## config.mk

```make
export PLATFORM = sky130hd
export DESIGN_NAME = uart_gain_rx
export DESIGN_NICKNAME = d
export VERILOG_FILES = /design/src/rtl/uart_gain_rx.sv
export SDC_FILE = /design/constraint.sdc
export NUM_CORES = 1
export LEC_CHECK = 0
export CAP_MARGIN = 20
export CELL_PAD_IN_SITES_DETAIL_PLACEMENT = 0
export CELL_PAD_IN_SITES_GLOBAL_PLACEMENT = 1
export CORE_ASPECT_RATIO = 1.75
export CORE_MARGIN = 2
export CORE_UTILIZATION = 35
export DETAILED_ROUTE_END_ITERATION = 6
export PLACE_DENSITY_LB_ADDON = 0.1
export SYNTH_ARGS = -nofsm -noshare
export SYNTH_HDL_FRONTEND = slang
export SYNTH_SLANG_ARGS = --single-unit
```

## constraint.sdc

```tcl
create_clock -name clk -period 3.45 [get_ports clk]
set_clock_uncertainty 0.15 [all_clocks]
set_input_delay 0.5175 -clock clk [delete_from_list [all_inputs] [get_ports clk]]
set_output_delay 0.5175 -clock clk [all_outputs]
set_load 0.02 [all_outputs]
```

## src/rtl/uart_gain_rx.sv

```systemverilog
// UART 8N1 receiver and command parser that writes PID gains and the distance setpoint.
// Define UART_GAIN_RX_CHECKSUM_EN for 5-byte frames with an XOR checksum (default: 4-byte frames).
module uart_gain_rx #(
  parameter int CLKS_PER_BIT = 1085,
  parameter int GAIN_WIDTH   = 16,
  parameter int SP_WIDTH     = 7,
  parameter int TIMEOUT_CLKS = 1250000,
  parameter int KP_RESET     = 200,
  parameter int KI_RESET     = 0,
  parameter int KD_RESET     = 0,
  parameter int SP_RESET     = 28
) (
  input  logic                  clk,
  input  logic                  reset,
  input  logic                  serial_rx,
  output logic [GAIN_WIDTH-1:0] k_p,
  output logic [GAIN_WIDTH-1:0] k_i,
  output logic [GAIN_WIDTH-1:0] k_d,
  output logic [SP_WIDTH-1:0]   setpoint,
  output logic                  update,
  output logic                  frame_err
);

  localparam int CNT_W = $clog2(CLKS_PER_BIT);
  localparam int TO_W  = $clog2(TIMEOUT_CLKS + 1);
  localparam logic [CNT_W-1:0] HALF_LAST = CNT_W'(CLKS_PER_BIT / 2 - 1);
  localparam logic [CNT_W-1:0] BIT_LAST  = CNT_W'(CLKS_PER_BIT - 1);
  localparam logic [TO_W-1:0]  TO_LAST   = TO_W'(TIMEOUT_CLKS - 1);
  localparam logic [31:0]      SP_MAX    = 32'((1 << SP_WIDTH) - 1);
  localparam logic [7:0]       SYNC_BYTE = 8'hA5;

  localparam logic [1:0] B_IDLE  = 2'd0;
  localparam logic [1:0] B_START = 2'd1;
  localparam logic [1:0] B_DATA  = 2'd2;
  localparam logic [1:0] B_STOP  = 2'd3;

  localparam logic [2:0] P_SYNC = 3'd0;
  localparam logic [2:0] P_ADDR = 3'd1;
  localparam logic [2:0] P_HI   = 3'd2;
  localparam logic [2:0] P_LO   = 3'd3;
`ifdef UART_GAIN_RX_CHECKSUM_EN
  localparam logic [2:0] P_CK   = 3'd4;
  localparam logic [2:0] LO_NEXT = P_CK;
`else
  localparam logic [2:0] LO_NEXT = P_SYNC;
`endif

  function automatic logic [SP_WIDTH-1:0] sat_setpoint(input logic [15:0] w);
    if ({16'd0, w} > SP_MAX)
      return '1;
    else
      return w[SP_WIDTH-1:0];
  endfunction

  logic             rx_s1, rx_s2, rx_prev;
  logic [1:0]       bstate;
  logic [CNT_W-1:0] bit_cnt;
  logic [2:0]       bit_idx;
  logic [7:0]       shreg;
  logic             byte_valid, stop_err;
  logic [2:0]       pstate;
  logic [TO_W-1:0]  tcnt;
  logic [1:0]       addr_q;
  logic [7:0]       hi_q;
  logic [15:0]      cmd_word;
  logic             commit_go, ck_fail, addr_bad;

  // Stage: input synchronizer (idle-high line)
  always_ff @(posedge clk or posedge reset) begin
    if (reset) begin
      rx_s1   <= 1'b1;
      rx_s2   <= 1'b1;
      rx_prev <= 1'b1;
    end else begin
      rx_s1   <= serial_rx;
      rx_s2   <= rx_s1;
      rx_prev <= rx_s2;
    end
  end

  // Stage: bit-level FSM; a start needs a fresh high->low edge, so a low stop bit cannot re-trigger
  always_ff @(posedge clk or posedge reset) begin
    if (reset) begin
      bstate     <= B_IDLE;
      bit_cnt    <= '0;
      bit_idx    <= '0;
      byte_valid <= 1'b0;
      stop_err   <= 1'b0;
    end else begin
      byte_valid <= 1'b0;
      stop_err   <= 1'b0;
      case (bstate)
        B_IDLE: begin
          if (rx_prev && !rx_s2) begin
            bstate  <= B_START;
            bit_cnt <= '0;
          end
        end
        B_START: begin
          if (bit_cnt == HALF_LAST) begin
            bit_cnt <= '0;
            bit_idx <= '0;
            bstate  <= rx_s2 ? B_IDLE : B_DATA;
          end else begin
            bit_cnt <= bit_cnt + 1'b1;
          end
        end
        B_DATA: begin
          if (bit_cnt == BIT_LAST) begin
            bit_cnt <= '0;
            bit_idx <= bit_idx + 1'b1;
            if (bit_idx == 3'd7)
              bstate <= B_STOP;
          end else begin
            bit_cnt <= bit_cnt + 1'b1;
          end
        end
        default: begin
          if (bit_cnt == BIT_LAST) begin
            bit_cnt    <= '0;
            bstate     <= B_IDLE;
            byte_valid <= rx_s2;
            stop_err   <= !rx_s2;
          end else begin
            bit_cnt <= bit_cnt + 1'b1;
          end
        end
      endcase
    end
  end

  // shreg holds the received byte until the next data bit, so it doubles as the byte output
  always_ff @(posedge clk) begin
    if (bstate == B_DATA && bit_cnt == BIT_LAST)
      shreg <= {rx_s2, shreg[7:1]};
  end

  // Stage: frame field capture
  always_ff @(posedge clk) begin
    if (byte_valid && pstate == P_ADDR)
      addr_q <= shreg[1:0];
    if (byte_valid && pstate == P_HI)
      hi_q <= shreg;
  end

`ifdef UART_GAIN_RX_CHECKSUM_EN
  logic [7:0] lo_q;
  logic       ck_ok;

  always_ff @(posedge clk) begin
    if (byte_valid && pstate == P_LO)
      lo_q <= shreg;
  end

  assign cmd_word  = {hi_q, lo_q};
  assign ck_ok     = (shreg == ({6'd0, addr_q} ^ hi_q ^ lo_q));
  assign commit_go = byte_valid && (pstate == P_CK) && ck_ok;
  assign ck_fail   = byte_valid && (pstate == P_CK) && !ck_ok;
`else
  assign cmd_word  = {hi_q, shreg};
  assign commit_go = byte_valid && (pstate == P_LO);
  assign ck_fail   = 1'b0;
`endif

  assign addr_bad = byte_valid && (pstate == P_ADDR) && (shreg > 8'd3);

  // Stage: parser FSM and inter-byte timeout; byte_valid outranks the timeout
  always_ff @(posedge clk or posedge reset) begin
    if (reset) begin
      pstate <= P_SYNC;
      tcnt   <= '0;
    end else if (stop_err) begin
      pstate <= P_SYNC;
      tcnt   <= '0;
    end else if (byte_valid) begin
      tcnt <= '0;
      case (pstate)
        P_SYNC:  if (shreg == SYNC_BYTE) pstate <= P_ADDR;
        P_ADDR:  pstate <= addr_bad ? P_SYNC : P_HI;
        P_HI:    pstate <= P_LO;
        P_LO:    pstate <= LO_NEXT;
        default: pstate <= P_SYNC;
      endcase
    end else if (pstate != P_SYNC) begin
      if (tcnt == TO_LAST) begin
        pstate <= P_SYNC;
        tcnt   <= '0;
      end else begin
        tcnt <= tcnt + 1'b1;
      end
    end
  end

  // Stage: registered outputs
  always_ff @(posedge clk or posedge reset) begin
    if (reset) begin
      k_p       <= GAIN_WIDTH'(KP_RESET);
      k_i       <= GAIN_WIDTH'(KI_RESET);
      k_d       <= GAIN_WIDTH'(KD_RESET);
      setpoint  <= SP_WIDTH'(SP_RESET);
      update    <= 1'b0;
      frame_err <= 1'b0;
    end else begin
      update    <= commit_go;
      frame_err <= stop_err | addr_bad | ck_fail;
      if (commit_go) begin
        case (addr_q)
          2'd0:    k_p      <= GAIN_WIDTH'(cmd_word);
          2'd1:    k_i      <= GAIN_WIDTH'(cmd_word);
          2'd2:    k_d      <= GAIN_WIDTH'(cmd_word);
          default: setpoint <= sat_setpoint(cmd_word);
        endcase
      end
    end
  end

endmodule
```

# Word level (Yosys, flattened, before mapping)
# Index checks and enable logic that the tools add are counted.
[totals] regBits=120 inputBits=3 out_inout_bits=57 word_cells=97
[classes] n_addsub=3 n_lt_le_gt_ge=2 eq_ne=17 mux=30 bitwise=2 reduce_logical=24
[op_table] operator="21-bit two-way mux" n=4
[op_table] operator="11-bit two-way mux" n=3
[op_table] operator="11-bit one-hot mux with 2 select lines" n=1
[op_table] operator="21-bit by 1-bit adder with 21-bit output, second input constant" n=1
[op_table] operator="21-bit equality test, second input constant" n=1
[op_table] operator="3-bit two-way mux" n=7
[op_table] operator="16-bit by 7-bit greater-than comparator with 1-bit output, second input constant" n=1
[op_table] operator="2-bit two-way mux" n=7
[op_table] operator="3-bit nonzero test" n=4
[op_table] operator="11-bit by 1-bit adder with 11-bit output, second input constant" n=1
[op_table] operator="11-bit by 10-bit equality test with 1-bit output, second input constant" n=1
[op_table] operator="11-bit equality test, second input constant" n=1
[op_table] operator="3-bit one-hot mux with 3 select lines" n=1
[op_table] operator="8-bit equality test, second input constant" n=1
[op_table] operator="8-bit by 2-bit greater-than comparator with 1-bit output, second input constant" n=1
[op_table] operator="2-bit != test, second input constant" n=4
[op_table] operator="2-bit AND reduction" n=4
[op_table] operator="7-bit two-way mux" n=1
[op_table] operator="3-bit by 2-bit equality test with 1-bit output, second input constant" n=2
[op_table] operator="1-bit logical AND" n=6
[op_table] operator="2-bit one-hot mux with 3 select lines" n=1
[op_table] operator="3-bit one-hot mux with 2 select lines" n=1
[op_table] operator="3-bit AND reduction" n=2
[op_table] operator="3-bit OR reduction" n=2
[op_table] operator="14 further kinds" n=20

# Depth between registers and ports, before layout
# Gate-level depths: netlist of the first run.
[depth] word_depth=7 ltp_mapped=8 ltp_nobuf=7

# Worst setup path after synthesis of the first run
# OpenSTA, ideal clock, no wires.
[synth_path] kind="register to register" startpoint="reg bit_cnt[8]" endpoint="reg shreg[0], enable pin" setup_time_ps=376 arrival_ps=1598 t_required_ps=2924 path_slack_ps=1326 path_stages_with_launch=5 n_path_buf=0 synth_period_minus_slack_ps=2124 path_cell_list="dfrtp_1 nor4b_2 and4_1 nand2_1 nor2_1"
[synth_between] elab_chain_len=2
[synth_lines] item="from (decl)" line="57" rtl="logic [CNT_W-1:0] bit_cnt;"
[synth_lines] item="from (signal assigned)" line="105" rtl="bit_cnt <= bit_cnt + 1'b1;"
[synth_lines] item="from (signal assigned)" line="115" rtl="bit_cnt <= bit_cnt + 1'b1;"
[synth_lines] item="from (signal assigned)" line="125" rtl="bit_cnt <= bit_cnt + 1'b1;"
[synth_lines] item="11-bit equality test" line="134" rtl="if (bstate == B_DATA && bit_cnt == BIT_LAST)"
[synth_lines] item="1-bit logical AND" line="134"
[synth_lines] item="to (signal assigned)" line="135" rtl="shreg <= {rx_s2, shreg[7:1]};"
[synth_lines] item="to (decl)" line="59" rtl="logic [7:0] shreg;"
# No other way between the ends.
# A chain may end at the register's enable or synchronous reset.

# Worst setup path after layout of the first run
[layout_path] startpoint="reg bit_cnt[8]" endpoint="reg shreg[2], enable pin"
# The elaborated chain is that of the path after synthesis.

==> results of run 1 <==
## area by class of cell
| type | instances | area, µm² |
|---|---|---|
| fillers | 1369 | 7750 |
| flip-flops and latches | 119 | 3080 |
| inverters | 17 | 66.3 |
| well taps | 180 | 225 |
| clock inverters | 14 | 185 |
| clock buffers | 18 | 429 |
| multi-input cells | 255 | 1850 |
| repair buffers | 65 | 636 |
## metrics by stage
stage          worst slack (ns)  utilization [%]  instances  hold slack (ns)  cell area (µm²)
3_5_place_dp              0.924             41.2        636            0.200             5860
4_1_cts                   0.912             45.5        668            0.208             6470
5_1_grt                   0.761             45.5        668            0.208             6470
3_3_place_gp               1.03             41.2        636            0.196             5860
2_1_floorplan             0.150                -        401            0.195             5050
6_report                  0.931             45.5        668            0.206             6470
## power groups by stage
stage                     clock, mW  combinational [mW]  sequential, mW
after floorplan                   0               0.157            1.49
after global placement            0               0.202            1.50
after detailed placement          0               0.208            1.50
after CTS                      1.89               0.209            1.48
after global routing           1.96               0.239            1.48
final                          1.84               0.203            1.48
## layout by cell type, fill, tap and decap left out, drive strengths merged, types with 4 or more instances in the layout
cell and count:
a21o 4, a21oi 10, a22o 4, and3 4, buf 6, clkbuf 18
clkdlybuf4s50 59, dfrtp 92, dfstp 9, edfxtp 18, ha 6, inv 26
mux2 49, nand2 25, nand3 18, nand4 11, nor2 29, nor3 11
nor4 11, o21ai 17, o22a 7, or3 4, xnor2 4, xor2 11
## worst max path at each step
stage               start         end  slack (ns)  cells after the start
3_3_place_gp   bit_cnt[8]    shreg[0]        1.03                      4
2_1_floorplan       reset  bit_cnt[0]        0.15                      1
3_5_place_dp   bit_cnt[8]    shreg[3]        0.92                      4
4_1_cts        bit_cnt[8]    shreg[1]        0.91                      4
6_report       bit_cnt[8]    shreg[2]        0.93                      4
5_1_grt        bit_cnt[8]    shreg[1]        0.76                      4
## worst max-delay path: stages, from the launching register on
cell	delay (ns)
dfrtp_1	0.44
nor4b_2	0.52
and4_1	0.28
nand2_1	0.09
nor2_1	0.65
## metal layers
layer / part of all wire [%] / up-vias / global-route usage, %
met5: 0 / - / 0
met4: 0.95 / 0 / 4.94
met3: 2.8 / 7 / 4.81
met2: 57 / 63 / 29.3
li1: - / 1614 / -
met1: 39 / 1699 / 17.1
## state kept, by name (all words and copies together), names as in the netlist, 2 cells and up
| name | cells |
|---|---|
| addr_q | 2 |
| bit_cnt | 11 |
| bit_idx | 3 |
| bstate | 2 |
| hi_q | 8 |
| k_d | 16 |
| k_i | 16 |
| k_p | 16 |
| pstate | 2 |
| setpoint | 7 |
| shreg | 8 |
| tcnt | 21 |
## cells in the mapped netlist (2+ instances only)
library cell   n  area [µm²]
o22ai_1        3        18.8
nor2_1        29         109
nand4_1       11        68.8
and4_1         2        17.5
a41oi_1        2        17.5
inv_1         17        63.8
nor4_1         9        56.3
a22o_1         4        35.0
dfstp_2        9         236
nor3_1        10        50.1
clkbuf_1       2        7.51
dfrtp_1       92        2300
nor3b_1        2        15.0
mux2_2        49         552
buf_2          6        30.0
edfxtp_1      18         541
and3_1         4        25.0
o22a_1         7        61.3
nand3_1       18        90.1
nand2b_1       2        12.5
nor4_4         2        42.5
a21oi_1        9        45.0
ha_1           6        75.1
or3_1          4        25.0
or4_1          2        15.0
a31oi_1        3        18.8
a21o_1         4        30.0
xor2_1        11        96.3
nand2_1       24        90.1
o21ai_0       16        80.1
xnor2_1        4        35.0
## cell families (layout without fill, tap and decap cells)
group	Yosys count	in the layout	share of synthesized area [%]
compound gates	56	56	7.50
xor+xnor	15	15	2.60
simple gates	128	128	14.0
fa+ha+maj	6	6	1.49
buf+inv	27	114	2.38
mux	50	50	11.1
flops	119	119	60.9
==> summary.md, run 1 <==
| Metric | Value |
|---|---|
| Status | finished, final reports clean |
| Worst setup SP type | register |
| Die area | 15500 µm² |
| Htree depth | 4 |
| Post-synth top flop | dfrtp_1 |
| Area grow syn2layout | 28.1% |
| Hold Vio Cnt, Final | 0 |
| Minimum clock period | 2.52 ns |
| Post-Syn Area per Cell | 12.6 µm² |
| Initial drt markers | 114 |
| Max FO, Critical Path | 11 |
| Row cnt | 58 |
| Reg2reg start | bit_cnt[8] |
| Routed WL | 11.2 mm |
| IO Pins | 60 |
| Hold buffer count at cts | 0 |
| Largest net degree at the start of global routing | 40 |
| CTS buffer count | 17 |
| RD Place Congestion | 0.761 |
| Max-slew violations | 0 |
| TritonCTS clock tree | yes |
| Fraction of layout cells with a size suffix above 1 | 21.5% |
| Power Dens Cells | 544 nW/µm² |
| Worst reg2reg endpoint | shreg[2] |
| Sw Pwr | 0.855 mW |
| Clk buf depth | 2 |
| CP required | 3.33 ns |
| Synthesized Nets | 410 |
| Total gr overflow | 0 |
| Reg2reg path depth | 4 |
| Register bit total from synthesis | 119 |
| Relative slew slack | 40.2% |
| Hold depth | 0 |
| Max-Cap Viols | 0 |
| Chip Width | 94.8 µm |
| Post CTS Setup Buffer Count | 0 |
| Int Power | 2.67 mW |
| Ant diodes | 0 |
| RSZ-0062 raised after global routing | no |
| Number of flops mapped to enable cells by yosys | 18 |
| Max IR drop VDD | 0.329 mV |
| Leak | 2.82 nW |
| Type of the worst min-delay path | register to register |
| Critical Path End Type | register |
| Post-synth cell types | 51 |
| Final Cycle Share | 73.0% |
| Avg WL per Cell | 16.8 µm |
| Mapped Area | 5050 µm² |
| GRT Util Overall | 15.9% |
| Setup TNS | 0 ns |
| Root Buffer | clkbuf_16 |
| Switching Fraction | 24.3% |
| First-pass GRT wire length | 18.5 mm |
| Final setup fails | 0 |
| Combinational fraction of design power | 5.8% |
| CP Class | register to register |
| Crit path DAT | 2.40 ns |
| Post-synth ARST share | 84.9% |
| Total power | 3.52 mW |
| Clock tree sinks | 119 |
| DRC | 0 |
| DR vias | 3383 |
| Die H | 163 µm |
| Sequential share of the synthesized area | 60.9% |
| FMAX | 397 MHz |
| Initial Utilization | 35.5% |
| Clock power frac | 52.3% |
| Hold Path End | rx_s2 |
| Tightest Pin Transition | 0.889 ns |
| R2r setup slk | 0.93 ns |
| Initial antenna violation count | 0 |
| Worst skew pair latency | 0.41 ns |
| Cells after Synth | 401 |
| Final #Nets | 484 |
| Drt pass-1 iters | 4 |
| Hold Startpoint | rx_s1 |
| Vias/cell | 5.06 |
| Post-CTS sizing | 0 |
| Yosys warning total | 0 |
| IO buf count | 59 |
| Sequential Power Share | 41.9% |
| Core area | 14200 µm² |
| Vias in the first global route | 3465 |
| Post-route ant nets | 0 |
| Register clock-pin slew on the reported worst setup and hold paths | 0.06 ns |
| Post-DP HPWL | 8.05 mm |
Power figures use the tool's default switching activity.
==> run 2: changes to the inputs <==
- clock period: 3.45 -> 2.29 ns (I/O delays scaled with it)
==> run 2 against run 1 <==
Global-route usage up 0.075 points. Die area unchanged. Clock power up 53%. Sequential share of layout area down 1.2 points. Hold slack worse by 0.036 ns. Critical path depth up 1. First-iteration DRC count up 4.4%. Total power up 53%. Sequential cell count unchanged. Final cell count up 2.1%. Routed wire length up 2.8%.
==> summary.md, run 2 (same netlist as run 1, synthesis figures left out) <==
| Metric | Value |
|---|---|
| Status | finished, final reports clean |
| Initial Utilization | 35.5% |
| Power Dens Cells | 812 nW/µm² |
| Setup TNS | 0 ns |
| Max IR drop VDD | 0.511 mV |
| Slowest cell on crit path | nor4b_2 |
| Post-DP HPWL | 8.34 mm |
| Max-Cap Viols | 0 |
| Initial antenna violation count | 0 |
| Worst skew pair latency | 0.41 ns |
| RSZ-0062 raised after global routing | no |
| FMAX | 468 MHz |
| Worst setup SP type | register |
| Crit path DAT | 2.25 ns |
| Max incr delay on CP | 0.50 ns |
| Drt pass-1 iters | 4 |
| Routed WL | 11.5 mm |
| Place WS | 0.0706 ns |
| Crit path top cell by count | a41oi_1 |
| Final #Nets | 498 |
| Clock tree sinks | 119 |
| Register bank with the most flops | tcnt |
| IO Pins | 60 |
| Utilization after layout | 46.7% |
| Layout Cells excl Fill | 682 |
| Beginning of the critical path | bit_cnt[6] |
| Ant diodes | 0 |
| Avg WL per Cell | 16.9 µm |
| Die area | 15500 µm² |
| Root Buffer | clkbuf_16 |
| Hold Vio Cnt, Final | 0 |
| Worst path cell trace | nor4b_2 -> a41oi_1 -> a21o_1 -> a41oi_1 -> a31oi_1 |
| CTS buffer count | 17 |
| IO buf count | 59 |
| Core area | 14200 µm² |
| TritonCTS clock tree | yes |
| Post-route cell area | 6640 µm² |
| Largest net degree at the start of global routing | 35 |
| Clk buf depth | 2 |
| CP Class | register to register |
| Max FO, Critical Path | 8 |
| Max-slew violations | 0 |
| Type of the worst min-delay path | input pin to asynchronous set/reset pin |
| Final setup fails | 0 |
| Relative slew slack | 57.0% |
| Total power | 5.39 mW |
| DR vias | 3456 |
| Tightest Pin Transition | 0.641 ns |
| First-pass GRT wire length | 18.6 mm |
| Vias in the first global route | 3607 |
| Hold buffer count at cts | 0 |
| RD Place Congestion | 0.812 |
| Row cnt | 58 |
| Total gr overflow | 0 |
| Minimum clock period | 2.13 ns |
| Min Hold Slack | 0.171 ns |
| Initial drt markers | 119 |
| CP required | 2.40 ns |
| Post-route ant nets | 0 |
| Htree depth | 4 |
| DRC | 0 |
| Register clock-pin slew on the reported worst setup and hold paths | 0.06 ns |
| Fraction of layout cells with a size suffix above 1 | 23.9% |
| Most frequent cells in the layout | 92 x dfrtp_1, 59 x clkdlybuf4s50_1, 49 x mux2_2, 29 x nor2_1, 24 x nand2_1 |
| GRT Util Overall | 16.0% |
| Die H | 163 µm |
| Chip Width | 94.8 µm |
| # fillers | 1337 |
| Leak | 2.91 nW |
| Vias/cell | 5.07 |
| Critical Path End Type | register |
| Reg2reg start | bit_cnt[6] |
| Final Cycle Share | 93.2% |
| Most common cell after layout, fill and taps aside | dfrtp_1 |
| Max reg flops | 21 |
| Area grow syn2layout | 31.4% |
| Placed inst area | 5980 µm² |
| Placed Cells | 649 |
| Worst setup margin | 0.155 ns |
[run 2: cell count changes in the layout (fill, tap and decap cells not counted), moves of 2 or more]
cell      change
buf_4        +11
inv_6         -7
clkinv_4      +4
buf_12        +3
clkinv_2      +2
[run 2: layout make-up]
| cell class | count | area, µm² | share of cell area, % |
|---|---|---|---|
| Timing Repair Buffer | 79 | 778 | 11.7 |
| Clock buffer | 18 | 429 | 6.47 |
| Tap cell | 180 | 225 | 3.39 |
| Inverter | 17 | 67.6 | 1.02 |
| Multi-Input combinational cell | 255 | 1860 | 28.0 |
| Sequential cell | 119 | 3080 | 46.4 |
| Clock inverter | 14 | 199 | 3.00 |
[run 2: final timing paths]
path | endpoint | slack [ns] | cells past startpoint
max | bit_cnt[4] | 0.16 | 5
max in group asynchronous | rx_s1 | 1.23 | 3
min in group clk | rx_s1 | 0.19 | 1
min | frame_err | 0.17 | 2
min reg2reg | rx_s2 | 0.21 | 0
max reg2reg | bit_cnt[4] | 0.16 | 5
[run 2: worst max-delay path, delay by kind of cell, from the launching register on]
| kind | cells | cell delay (ns) |
|---|---|---|
| compound gates | 4 | 0.89 |
| flops | 1 | 0.45 |
| simple gates | 1 | 0.50 |
[run 2: report_power, final]
group / internal, mW / switching, mW
clock network: 1.83 / 0.980
registers: 2.18 / 0.0344
logic: 0.134 / 0.229
total: 4.14 / 1.24
[run 2: timing repair]
item,CTS,global route
endpoints found under the setup margin,0,20
resized for setup,0,1
setup buffers,0,1
[run 2: per-layer routing]
metal | track usage, % | part of all wire (%) | vias up
li1 | - | - | 1639
met1 | 16.6 | 38 | 1744
met2 | 30.3 | 57 | 61
met3 | 4.35 | 3.3 | 12
met4 | 5.14 | 1.3 | 0
met5 | 0 | 0 | -
